`config.mk`:
```
export PLATFORM = sky130hd
export DESIGN_NAME = pipeline_sequencer
export DESIGN_NICKNAME = d
export VERILOG_FILES = /design/src/rtl/pipeline_sequencer.sv
export SDC_FILE = /design/constraint.sdc
export NUM_CORES = 1
export LEC_CHECK = 0
export CORE_ASPECT_RATIO = 1.4
export CORE_MARGIN = 2
export CORE_UTILIZATION = 25
export CTS_CLUSTER_SIZE = 12
export DETAILED_ROUTE_END_ITERATION = 12
export GPL_ROUTABILITY_DRIVEN = 1
export PLACE_DENSITY_LB_ADDON = 0.25
export REMOVE_ABC_BUFFERS = 1
export SLEW_MARGIN = 40
export SYNTH_ARGS = -nofsm -noshare
export SYNTH_HDL_FRONTEND = slang
export SYNTH_SLANG_ARGS = --single-unit
export TNS_END_PERCENT = 20
```
`constraint.sdc`:
```
create_clock -name clk -period 3.2 [get_ports clk]
set_input_delay 0.96 -clock clk [delete_from_list [all_inputs] [get_ports clk]]
set_output_delay 0.96 -clock clk [all_outputs]
set_load 0.02 [all_outputs]
```
`src/rtl/pipeline_sequencer.sv`:
```
// Stall/flush sequencer for the 5-stage RV32I pipeline: merges hazard, branch, mul/div,
// data-memory and halt conditions into per-register enables and flushes.
module pipeline_sequencer #(
  parameter int unsigned CNT_W      = 32,
  parameter int unsigned MD_MAX_CYC = 64
) (
  input  logic             clk,
  input  logic             rst,
  input  logic             halt_req,
  input  logic             dmem_req,
  input  logic             dmem_ready,
  input  logic             md_req,
  input  logic             md_done,
  input  logic             branch_taken,
  input  logic             load_use_stall,
  output logic             pc_en,
  output logic             if_id_en,
  output logic             id_ex_en,
  output logic             ex_mem_en,
  output logic             mem_wb_en,
  output logic             if_id_flush,
  output logic             id_ex_flush,
  output logic             ex_mem_flush,
  output logic             halted,
  output logic             md_timeout,
  output logic [CNT_W-1:0] stall_cycles,
  output logic [1:0]       seq_state
);

  typedef enum logic [1:0] {
    StRun     = 2'd0,
    StMemWait = 2'd1,
    StMdWait  = 2'd2,
    StHalted  = 2'd3
  } state_e;

  localparam logic [15:0] MdMax = 16'(MD_MAX_CYC);

  state_e           state_q, state_d;
  logic [15:0]      md_cnt_q, md_cnt_d;
  logic             md_timeout_q, md_timeout_d;
  logic [CNT_W-1:0] stall_cycles_q;

  logic md_start;
  logic md_expired;

  assign md_start   = md_req & ~md_done;
  assign md_expired = ~md_done & (md_cnt_q == MdMax);

  always_ff @(posedge clk) begin
    state_q      <= state_d;
    md_cnt_q     <= md_cnt_d;
    md_timeout_q <= md_timeout_d;
  end

  always_comb begin
    state_d      = state_q;
    md_cnt_d     = md_cnt_q;
    md_timeout_d = md_timeout_q;
    if (rst) begin
      state_d      = StRun;
      md_cnt_d     = '0;
      md_timeout_d = 1'b0;
    end else begin
      unique case (state_q)
        StRun: begin
          if (halt_req) begin
            state_d = StHalted;
          end else if (dmem_req && !dmem_ready) begin
            state_d = StMemWait;
          end else if (md_start) begin
            state_d  = StMdWait;
            md_cnt_d = 16'd1;
          end
        end
        StMemWait: begin
          if (dmem_ready) begin
            if (md_start) begin
              state_d  = StMdWait;
              md_cnt_d = 16'd1;
            end else begin
              state_d = StRun;
            end
          end
        end
        StMdWait: begin
          if (md_done) begin
            state_d = StRun;
          end else if (md_expired) begin
            state_d      = StHalted;
            md_timeout_d = 1'b1;
          end else begin
            md_cnt_d = md_cnt_q + 16'd1;
          end
        end
        StHalted: begin
          state_d = StHalted;
        end
      endcase
    end
  end

  always_comb begin
    logic all_off;
    logic eval_tail;
    pc_en        = 1'b1;
    if_id_en     = 1'b1;
    id_ex_en     = 1'b1;
    ex_mem_en    = 1'b1;
    mem_wb_en    = 1'b1;
    if_id_flush  = 1'b0;
    id_ex_flush  = 1'b0;
    ex_mem_flush = 1'b0;
    halted       = 1'b0;
    all_off      = 1'b0;
    eval_tail    = 1'b0;
    if (rst) begin
      all_off      = 1'b1;
      if_id_flush  = 1'b1;
      id_ex_flush  = 1'b1;
      ex_mem_flush = 1'b1;
    end else begin
      unique case (state_q)
        StRun: begin
          if (halt_req || (dmem_req && !dmem_ready)) all_off = 1'b1;
          else                                       eval_tail = 1'b1;
        end
        StMemWait: begin
          if (!dmem_ready) all_off = 1'b1;
          else             eval_tail = 1'b1;
        end
        StMdWait: begin
          if (md_expired) begin
            all_off = 1'b1;
          end else if (!md_done) begin
            pc_en        = 1'b0;
            if_id_en     = 1'b0;
            id_ex_en     = 1'b0;
            ex_mem_flush = 1'b1;
          end
        end
        StHalted: begin
          all_off = 1'b1;
          halted  = 1'b1;
        end
      endcase
    end
    // Rules shared by RUN and the completing MEM_WAIT cycle; branch beats load-use.
    if (eval_tail) begin
      if (md_start) begin
        pc_en        = 1'b0;
        if_id_en     = 1'b0;
        id_ex_en     = 1'b0;
        ex_mem_flush = 1'b1;
      end else if (branch_taken) begin
        if_id_flush = 1'b1;
        id_ex_flush = 1'b1;
      end else if (load_use_stall) begin
        pc_en       = 1'b0;
        if_id_flush = 1'b1;
      end
    end
    if (all_off) begin
      pc_en     = 1'b0;
      if_id_en  = 1'b0;
      id_ex_en  = 1'b0;
      ex_mem_en = 1'b0;
      mem_wb_en = 1'b0;
    end
  end

  always_ff @(posedge clk) begin
    if (rst) begin
      stall_cycles_q <= '0;
    end else if (state_q != StHalted && !pc_en && stall_cycles_q != {CNT_W{1'b1}}) begin
      stall_cycles_q <= stall_cycles_q + 1'b1;
    end
  end

  assign md_timeout   = md_timeout_q;
  assign stall_cycles = stall_cycles_q;
  assign seq_state    = state_q;

endmodule

```
==> flow_summary.ini, run 1 <==
[yosys]
synth_top_area_share_pct = 35.8
ys_seq_area_share_pct = 35.8
synth_warnings = 0
synth_top_area_cell = dfxtp_1
syn_avg_cell_area_um2 = 8.34
synth.area.top_cells = dfxtp_1 (36%), a21oi_1 (5.1%), xnor2_1 (4.9%)
ys_types = 52
synth_edf_count = 0
async_flop_share_pct = 0
synthFlopType = dfxtp_1
ys_ff_latch = 51
syn_area_mm2 = 0.00285
synth_cells = 342

[timing]
setup_ws_ps = 47.9
hold_violations = 0
finalCritPeriodShare_pct = 98.5
fin_worst_skew_ps = 7.87
final-max-slew-violation-count = 0
slew_headroom_pct = 68.1
setup_tns_ps = 0
finalCriticalPeriod_ps = 3150
hold-worst-slack_ps = 489
fmax_mhz = 317
tightest_slew_ps = 473
setup_viol = 0

[grt]
grt_max_degree = 40
grt_first_pass_wirelength_mm = 12.6
antenna_found_initial = 0
grt_usage_pct = 12.7
grt_pass1_vias = 2615
grt-ovfl-total = 0

[final_layout]
final_area_mm2 = 0.00380
final_common_cell = dfxtp_1
layout-drive-gt1-share_pct = 17.6
diodes = 0
final_cell_mix = dfxtp_1 (51), clkdlybuf4s50_1 (39), nor2_1 (33)
fin_nets = 419
fin_util_pct = 33.9
syn_to_final_growth_pct = 33.3

[die]
die_x_um = 94.3
fp.dieH_um = 130
num_rows = 46
dieArea_mm2 = 0.0123
start_util_pct = 25.4
coreArea_mm2 = 0.0112
ios = 53

[drt]
via_per_inst = 4.95
ant_nets = 0
drc = 0
drt_iter0_markers = 71
vias = 2735
wirelength_mm = 7.80
post_drt_wl_per_cell_um = 14.1
firstDrtPassIters = 4

[clock_tree]
cts_tree = done
cts.sinks = 51
root_buffer = clkbuf_16
htreeDepth = 2
cts.path.max_buffers = 2
clk_pin_slew_ps = 60
worst_skew_pair.late_latency_ps = 290
postCtsHoldBufs = 0
cts_buffers = 5

[placed_design]
portBuffers = 52
routabilityCongestion = 0.810
place_ws_ps = -677
place_hpwl_mm = 5.59
post_dp_cell_area_mm2 = 0.00366

[worst_hold_path]
hp-class = flop to flop

[setup_path]
cp.arrival_ps = 2190
crit_type = input port to output port
crit_fanout = 3
path_cells = dlygate4sd2_1 > or3_4 > o22ai_2 > a2bb2oi_2 > and2_1 > buf_4
start_kind = input port
slowest_stage = or3_4
path_delay_family = simple AND/OR/NAND/NOR gates
cp-end-kind = output port
required_ps = 2240
cp_slowest_stage_delay_ps = 390
crit_buf_inv = 2

[power]
ir_drop_mv = 0.182
p_per_area_mw_per_mm2 = 381
p_leak_nw = 1.28

[run]
max-cap-violations = 0

[run_status]
status = finished, final reports clean
worst paths after layout:
| path | from | endpoint | slack [ps] | cells past startpoint |
|---|---|---|---|---|
| worst max register to register | seq_state[0]$_SDFFE_PP0P_ | stall_cycles[5]$_SDFFE_PP0P_ | 670 | 8 |
| worst min register to register | md_timeout$_SDFFE_PP0P_ | md_timeout$_SDFFE_PP0P_ | 490 | 2 |
| worst min-delay path | md_timeout$_SDFFE_PP0P_ | md_timeout$_SDFFE_PP0P_ | 490 | 2 |
| worst max-delay path | dmem_req | pc_en | 50 | 6 |
flip-flops by register name (all words and copies together), names as in the netlist:
register	cells
seq_state	2
md_cnt_q	16
md_timeout	1
stall_cycles	32
report_power, final:
| group | switching, mW | internal [mW] |
|---|---|---|
| Clock | 0.238 | 0.288 |
| Sequential | 0.0194 | 0.645 |
| Combinational | 0.144 | 0.114 |
| Total | 0.401 | 1.05 |
layout make-up:
class                           instances  area [um^2]
Clock buffer                            5          125
Clock inverter                          3         20.0
Fill cell                            1200         7420
Inverter                               10         37.5
Multi-Input combinational cell        259         1700
Sequential cell                        51         1020
Tap cell                              144          180
Timing Repair Buffer                   80          717
repair_timing:
item                                    CTS  global route
gates resized for setup                  36            11
pin swaps                                 0             1
endpoints found under the setup margin    9             7
buffers inserted                          0             0
stage by stage:
step	total power [mW]	cells
floorplan	0.796	320
global placement	0.937	544
detailed placement	0.939	544
CTS	1.46	552
global route	1.52	552
finish	1.45	552
Yosys cell counts, drive strengths merged, types with 2 or more instances:
cell type and number:
dfxtp 51, nor2 37, a21oi 29, nand2 19, nand3 18, o31ai 16
or4 16, xnor2 16, nand4 14, buf 12, nor4 11, clkbuf 10
inv 10, nor3 9, and4 7, and3 6, nor2b 6, o21ai 6
mux2 5, nand2b 5, and2 4, or3 4, a21bo 3, ha 3
nand3b 3, o211ai 3, a2111oi 2, a211oi 2, o41ai 2
tightest hold or removal path: stages, from the launching register on:
cell     delay [ps]
dfxtp_1         340
nor2_1           50
nor2_1           70
logic make-up after synthesis:
kind of cell	synth area share, %
flops	35.8
compound gates	17.7
xor+xnor	4.91
buf+inv	5.88
fa+ha+maj	1.32
simple gates	32.4
mux	1.97
routing by layer:
| layer | global-route usage, % | part of all wire [%] | up-vias |
|---|---|---|---|
| li1 | - | - | 1402 |
| met5 | 0 | 0 | - |
| met4 | 2.81 | 0.76 | 0 |
| met2 | 22.9 | 52 | 42 |
| met3 | 2.42 | 3.1 | 5 |
| met1 | 15.6 | 44 | 1286 |
(Power assumes the default switching activity.)
==> run 2, diff against run 1 <==
--- a/config.mk
+++ b/config.mk
@@ -8,6 +8,7 @@
 export CORE_ASPECT_RATIO = 1.4
 export CORE_MARGIN = 2
 export CORE_UTILIZATION = 25
+export CTS_CLUSTER_DIAMETER = 120
 export CTS_CLUSTER_SIZE = 12
 export DETAILED_ROUTE_END_ITERATION = 12
 export GPL_ROUTABILITY_DRIVEN = 1
==> results of run 2 <==
Same layout as run 1: the final DEF is identical, and so are final timing and power.
